**src/rtl/video_timing_gen.sv**
```systemverilog
// Raster timing generator: hsync/vsync/de, pixel coordinates and line/frame strobes.
// The raster only runs after the synchronised PLL lock has been stable for LOCK_SETTLE clocks.
module video_timing_gen #(
  parameter int unsigned H_ACTIVE    = 640,
  parameter int unsigned H_FP        = 16,
  parameter int unsigned H_SYNC      = 96,
  parameter int unsigned H_BP        = 48,
  parameter int unsigned V_ACTIVE    = 480,
  parameter int unsigned V_FP        = 10,
  parameter int unsigned V_SYNC      = 2,
  parameter int unsigned V_BP        = 33,
  parameter bit          HS_POL      = 1'b0,
  parameter bit          VS_POL      = 1'b0,
  parameter int unsigned CW          = 10,
  parameter int unsigned LOCK_SETTLE = 1024
) (
  input  logic          clk,
  input  logic          reset,
  input  logic          pll_locked,
  output logic          hsync,
  output logic          vsync,
  output logic          de,
  output logic [CW-1:0] x,
  output logic [CW-1:0] y,
  output logic          line_start,
  output logic          frame_start,
  output logic          running
);

  localparam int unsigned H_TOTAL = H_ACTIVE + H_FP + H_SYNC + H_BP;
  localparam int unsigned V_TOTAL = V_ACTIVE + V_FP + V_SYNC + V_BP;
  localparam int unsigned SW      = (LOCK_SETTLE > 1) ? $clog2(LOCK_SETTLE) : 1;

  localparam logic [CW-1:0] HMax     = CW'(H_TOTAL - 1);
  localparam logic [CW-1:0] VMax     = CW'(V_TOTAL - 1);
  localparam logic [CW-1:0] HActive  = CW'(H_ACTIVE);
  localparam logic [CW-1:0] VActive  = CW'(V_ACTIVE);
  localparam logic [CW-1:0] HsStart  = CW'(H_ACTIVE + H_FP);
  localparam logic [CW-1:0] HsEnd    = CW'(H_ACTIVE + H_FP + H_SYNC);
  localparam logic [CW-1:0] VsStart  = CW'(V_ACTIVE + V_FP);
  localparam logic [CW-1:0] VsEnd    = CW'(V_ACTIVE + V_FP + V_SYNC);
  localparam logic [SW-1:0] SettleMax = SW'(LOCK_SETTLE - 1);

  typedef enum logic [1:0] {StWaitLock, StSettle, StRun} state_e;

  state_e        state_q;
  logic          lock_meta_q, lock_s_q;
  logic [SW-1:0] settle_q;
  logic [CW-1:0] h_q, v_q;

  logic          hsync_q, vsync_q, de_q, line_start_q, frame_start_q, running_q;
  logic [CW-1:0] x_q, y_q;

  logic          active;
  logic          hsync_d, vsync_d, de_d, line_start_d, frame_start_d, running_d;
  logic [CW-1:0] x_d, y_d;

  // Gating on lock_s as well as state lets outputs go idle on the same edge the FSM leaves RUN.
  always_comb begin
    active        = (state_q == StRun) && lock_s_q;
    de_d          = active && (h_q < HActive) && (v_q < VActive);
    x_d           = de_d ? h_q : '0;
    y_d           = de_d ? v_q : '0;
    hsync_d       = (active && (h_q >= HsStart) && (h_q < HsEnd)) ? HS_POL : ~HS_POL;
    vsync_d       = (active && (v_q >= VsStart) && (v_q < VsEnd)) ? VS_POL : ~VS_POL;
    line_start_d  = active && (h_q == '0);
    frame_start_d = line_start_d && (v_q == '0);
    running_d     = active;
  end

  always_ff @(posedge clk or posedge reset) begin
    if (reset) begin
      lock_meta_q   <= 1'b0;
      lock_s_q      <= 1'b0;
      state_q       <= StWaitLock;
      settle_q      <= '0;
      h_q           <= '0;
      v_q           <= '0;
      hsync_q       <= ~HS_POL;
      vsync_q       <= ~VS_POL;
      de_q          <= 1'b0;
      x_q           <= '0;
      y_q           <= '0;
      line_start_q  <= 1'b0;
      frame_start_q <= 1'b0;
      running_q     <= 1'b0;
    end else begin
      lock_meta_q   <= pll_locked;
      lock_s_q      <= lock_meta_q;
      hsync_q       <= hsync_d;
      vsync_q       <= vsync_d;
      de_q          <= de_d;
      x_q           <= x_d;
      y_q           <= y_d;
      line_start_q  <= line_start_d;
      frame_start_q <= frame_start_d;
      running_q     <= running_d;

      unique case (state_q)
        StWaitLock: begin
          settle_q <= '0;
          h_q      <= '0;
          v_q      <= '0;
          if (lock_s_q) state_q <= StSettle;
        end
        StSettle: begin
          if (!lock_s_q) begin
            state_q  <= StWaitLock;
            settle_q <= '0;
          end else if (settle_q == SettleMax) begin
            state_q  <= StRun;
            settle_q <= '0;
            h_q      <= '0;
            v_q      <= '0;
          end else begin
            settle_q <= settle_q + 1'b1;
          end
        end
        StRun: begin
          if (!lock_s_q) begin
            state_q <= StWaitLock;
          end else if (h_q == HMax) begin
            h_q <= '0;
            v_q <= (v_q == VMax) ? '0 : v_q + 1'b1;
          end else begin
            h_q <= h_q + 1'b1;
          end
        end
        default: state_q <= StWaitLock;
      endcase
    end
  end

  assign hsync       = hsync_q;
  assign vsync       = vsync_q;
  assign de          = de_q;
  assign x           = x_q;
  assign y           = y_q;
  assign line_start  = line_start_q;
  assign frame_start = frame_start_q;
  assign running     = running_q;

endmodule

```
**config.mk**
```make
export PLATFORM = sky130hd
export DESIGN_NAME = video_timing_gen
export DESIGN_NICKNAME = d
export VERILOG_FILES = /design/src/rtl/video_timing_gen.sv
export SDC_FILE = /design/constraint.sdc
export NUM_CORES = 1
export LEC_CHECK = 0
export CAP_MARGIN = 40
export CORE_UTILIZATION = 25
export DETAILED_ROUTE_END_ITERATION = 6
export PLACE_DENSITY = 0.41
export RECOVER_POWER = 25
export SLEW_MARGIN = 40
export SYNTH_ARGS = -nofsm -noshare
export SYNTH_HDL_FRONTEND = slang
export SYNTH_SLANG_ARGS = --single-unit
```
**constraint.sdc**
```tcl
create_clock -name clk -period 3.26 [get_ports clk]
set_input_delay 0.326 -clock clk [delete_from_list [all_inputs] [get_ports clk]]
set_output_delay 0.326 -clock clk [all_outputs]
set_load 0.03 [all_outputs]
```
* Yosys cells after proc, flatten, opt, wreduce, memory -nomap -nowiden
Cells that the tools add are included.
** Storage, ports and cells
- Bits in registers :: 60
- Input port bits :: 3
- Output and inout port bits :: 26
- Logic and storage cells :: 73
** Operators by class
- Add/sub/neg operators :: 3
- Magnitude comparators :: 6
- Eq/ne operators :: 12
- Muxes and demuxes :: 21
- Reduce and logical (&&, ||, !) cells :: 17
** Operators with widths (count)
- $mux 10 :: 11
- $pmux 10 s3 :: 2
- $add 10x1->10 const B :: 3
- $eq 10x10->1 const B :: 3
- $logic_not 10->1 :: 2
- $lt 10x10->1 const B :: 2
- $lt 10x9->1 const B :: 2
- $pmux 10 s2 :: 1
- $ge 10x10->1 const B :: 1
- $ge 10x9->1 const B :: 1
- $ne 2x2->1 const B :: 5
- $logic_and 1x1->1 :: 9
- $mux 2 :: 4
- $pmux 2 s3 :: 1
- $reduce_and 5->1 :: 1
- $reduce_and 4->1 :: 1
- $ne 3x3->1 const B :: 1
- $reduce_and 3->1 :: 1
- $reduce_bool 3->1 :: 1
- $eq 2x1->1 const B :: 1
- $eq 2x2->1 const B :: 1
- $logic_not 2->1 :: 1
- $mux 1 :: 2
- $ne 2x1->1 const B :: 1
- $reduce_bool 2->1 :: 1

* Depth between registers and ports, before layout
- Depth after elaboration :: 5
- Depth in mapped cells :: 7
- Mapped depth without buffers :: 6

* Worst setup path before layout
No wires, ideal clock.
- Path kind :: flip-flop to flip-flop
- From :: reg settle_q[0]
- To :: reg v_q[6]
- Library setup time :: 0.126 ns
- Arrival :: 1.619 ns
- Data required time :: 3.134 ns
- Slack :: 1.515 ns
- Stages on the path, launching flop included :: 6
- Path buffers :: 0
- Period minus slack after synthesis :: 1.745 ns
- Path through :: dfrtp_1 > ha_1 > nand3_1 > nor4_4 > o21ai_4 > a221o_1
** Between the ends
- Cells in the longest elaborated chain, start to end :: 3
** Ends and longest elaborated chain
- from (decl) :: RTL line 48 : logic [SW-1:0] settle_q;
- from (signal assigned) :: RTL line 116 : settle_q <= settle_q + 1'b1;
- $eq 10x10->1 :: RTL line 110 : end else if (settle_q == SettleMax) begin
- $ne 2x2->1 (no source line)
- $reduce_and 5->1 (no source line)
- to (signal assigned) :: RTL line 124 : v_q <= (v_q == VMax) ? '0 : v_q + 1'b1;
- to (decl) :: RTL line 49 : logic [CW-1:0] h_q, v_q;
Every way passes these cells.
A chain may end at the register's enable or synchronous reset.

* Final worst setup path
Ends and elaborated chain as after synthesis.

==> impl_metrics.env <==
export IMPL_cts_sinks=60
export IMPL_final_cell_mix="dfrtp_1 (58), nand2_1 (26), clkdlybuf4s50_1 (26)"
export IMPL_antenna_found_initial=0
export IMPL_ctsResizeCount=0
export IMPL_htreeDepth=3
export IMPL_irDropWorstVdd_mv=0.226
export IMPL_r2r_end="v_q[6]"
export IMPL_final_core_util_pct=32.7
export IMPL_synth_seq_cells=60
export IMPL_hold_viol=0
export IMPL_slowest_stage="nor4_4"
export IMPL_met3_usage_pct=3.23
export IMPL_dp_hpwl_mm=4.43
export IMPL_n_fill_cell=1152
export IMPL_worst_setup_path_type="reg2reg"
export IMPL_final_max_slew_viol_count=43
export IMPL_rows=38
export IMPL_path_clk_slew_ps=50
export IMPL_rsz0062_at_grt="no"
export IMPL_vias_per_cell=4.67
export IMPL_r2r_start="settle_q[0]"
export IMPL_synth_area_mm2=0.00284
export IMPL_leakage_uw=0.00156
export IMPL_grt_use_met2_pct=18.0
export IMPL_critPathArrivalTime_ps=2250
export IMPL_n_antenna_cell=0
export IMPL_nNetsFinal=314
export IMPL_critPathCaptureType="register"
export IMPL_ys_warn_count=0
export IMPL_drv_cap=1
export IMPL_die_area_mm2=0.0118
export IMPL_seq_area_frac_synth_pct=52.9
export IMPL_post_drt_wl_per_cell_um=14.5
export IMPL_fmax_ghz=0.485
export IMPL_layout_min_cycle_time_ps=2060
export IMPL_numCtsBuffers=9
export IMPL_ys_flop_type="dfrtp_1"
export IMPL_violations="capacitance limit, slew limit"
export IMPL_synth_area_per_cell_um2=10.3
export IMPL_drc_errors=0
export IMPL_port_buffers=28
export IMPL_slew_headroom_pct=-26.9
export IMPL_fin_tns_setup_ps=0
export IMPL_cts_hold_buf=0
export IMPL_final_setup_worst_slack_ps=1200
export IMPL_setup_worst_path_start="settle_q[0]"
export IMPL_syn_nets=283
export IMPL_routed_wl_mm=6.53
export IMPL_cts_max_path_buffers=2
export IMPL_dr_first_iter_drc_count=89
export IMPL_use_met1_pct=17.7
export IMPL_hp_class="reg2reg"
export IMPL_power_density_mw_per_mm2=491
export IMPL_drive_gt1_share_pct=10.3
export IMPL_die_width_um=109
export IMPL_crit_required_ps=3450
export IMPL_cpPeakStageDelay_ps=520
export IMPL_io_pins=29
export IMPL_initial_core_util_pct=26.0
export IMPL_final_setup_viol_count=0
export IMPL_finalPower_uw=1750
export IMPL_synth_edff_count=0
export IMPL_place_ws_ps=1180
export IMPL_fin_crit_sh_pct=63.2
export IMPL_antenna_left=0
export IMPL_r2r_setup_slack_ps=1200
export IMPL_whs_ps=362
export IMPL_grt_overflow=0
export IMPL_holdCritStartpoint="lock_meta_q"
export IMPL_cp_endpoint="v_q[6]"
export IMPL_postSynth_asyncResetShare_pct=100
export IMPL_first_pass_iters=5
export IMPL_root_buffer="clkbuf_16"
export IMPL_syn_to_final_growth_pct=25.7
export IMPL_crit_chain="ha_1 > nand3_1 > nor4_4 > o21ai_4 > a221o_1"
export IMPL_core_mm2=0.0109
export IMPL_post_cts_buffers=0
export IMPL_status="finished, violations left"
export IMPL_busiest_layer="met2"
export IMPL_grt_pass1_vias=2081
export IMPL_startpoint_type="register"
export IMPL_clock_latency_ps=320
export IMPL_track_usage_pct=12.5
export IMPL_cts_tree="built"
export IMPL_grt_max_degree=43
export IMPL_synth_cell_types=51
export IMPL_postSynthCellCount=275
export IMPL_final_common_cell="dfrtp_1"
export IMPL_rr_worst_depth=5
export IMPL_grt_pass1_wl_mm=11.1
export IMPL_skew_ps=8.28
export IMPL_worst_slew_pin_slew_ps=1890
export IMPL_vias=2106
export IMPL_die_h_um=109
export IMPL_gp_congestion=0.768
export IMPL_crit_fanout=8
## layer usage
metal	share of wire [%]	routed length, um
met1	50	3290
met2	44	2850
met3	4.2	273
met4	1.7	111
met5	0	0
## worst max-delay path: cells and delay by family (launching register included)
family / cells / cell delay (ps)
simple gates: 2 / 700
compound gates: 2 / 550
flops: 1 / 380
fa+ha+maj: 1 / 300
## cell type report
cell class | instances | area (um^2) | share of cell area [%]
sequential | 60 | 1500 | 42.1
multi-input combinational | 198 | 1270 | 35.4
timing repair buffer | 30 | 295 | 8.27
clock buffer | 12 | 256 | 7.18
tap | 140 | 175 | 4.90
clock inverter | 4 | 47.5 | 1.33
inverter | 7 | 27.5 | 0.771
## Yosys cell counts (all sizes together) (3+ instances only)
library cell | instances | area (um^2)
xnor2 | 3 | 26.3
a21oi | 4 | 20.0
nor3 | 9 | 45.0
nand2b | 3 | 26.3
a22o | 5 | 43.8
ha | 5 | 62.6
nor2b | 3 | 18.8
nor4 | 7 | 65.1
o21ai | 15 | 86.3
dfrtp | 58 | 1450
nand4b | 3 | 26.3
buf | 7 | 35.0
nand4 | 4 | 40.0
a221o | 7 | 70.1
a31oi | 9 | 56.3
clkbuf | 3 | 11.3
nand3 | 12 | 65.1
nor2 | 23 | 86.3
and2 | 21 | 131
and3 | 12 | 76.3
or2 | 4 | 25.0
inv | 7 | 26.3
nand2 | 26 | 97.6
## where the power goes
group / internal, uW / switching [uW]
combinational: 10.7 / 29.3
sequential: 749 / 3.53
clock: 630 / 329
total: 1390 / 362
## how the worst min path moves through the flow
stage                    end  slack (ps)  cells past startpoint
floorplan           lock_s_q         330                      0
global placement    lock_s_q         340                      0
detailed placement  lock_s_q         350                      0
CTS                 lock_s_q         360                      0
global route        lock_s_q         380                      0
finish              lock_s_q         360                      0
## sequential cells by signal, summed over array words and instances (netlist names)
name / flops
h_q: 10
settle_q: 10
v_q: 10
x: 10
y: 10
state_q: 2
de: 1
frame_start: 1
hsync: 1
line_start: 1
lock_meta_q: 1
lock_s_q: 1
running: 1
vsync: 1
## kinds of logic after synthesis
group                    after synthesis  synth area share (%)
AO/OA/AOI/OAI                         49                  12.7
XOR/XNOR                               5                  1.54
buffers and inverters                 17                  2.55
multiplexers                           1                 0.352
flip-flops                            60                  52.9
adder cells (fa/ha/maj)                5                  2.20
other                                  1                 0.132
AND/OR/NAND/NOR                      137                  27.6
## through the flow
step           cell area, um^2  cells
3_5_place_dp              3270    435
4_1_cts                   3570    451
3_3_place_gp              3270    435
6_report                  3570    451
5_1_grt                   3570    451
2_1_floorplan             2840    275
No activity file was read; power rests on OpenSTA's default activity.
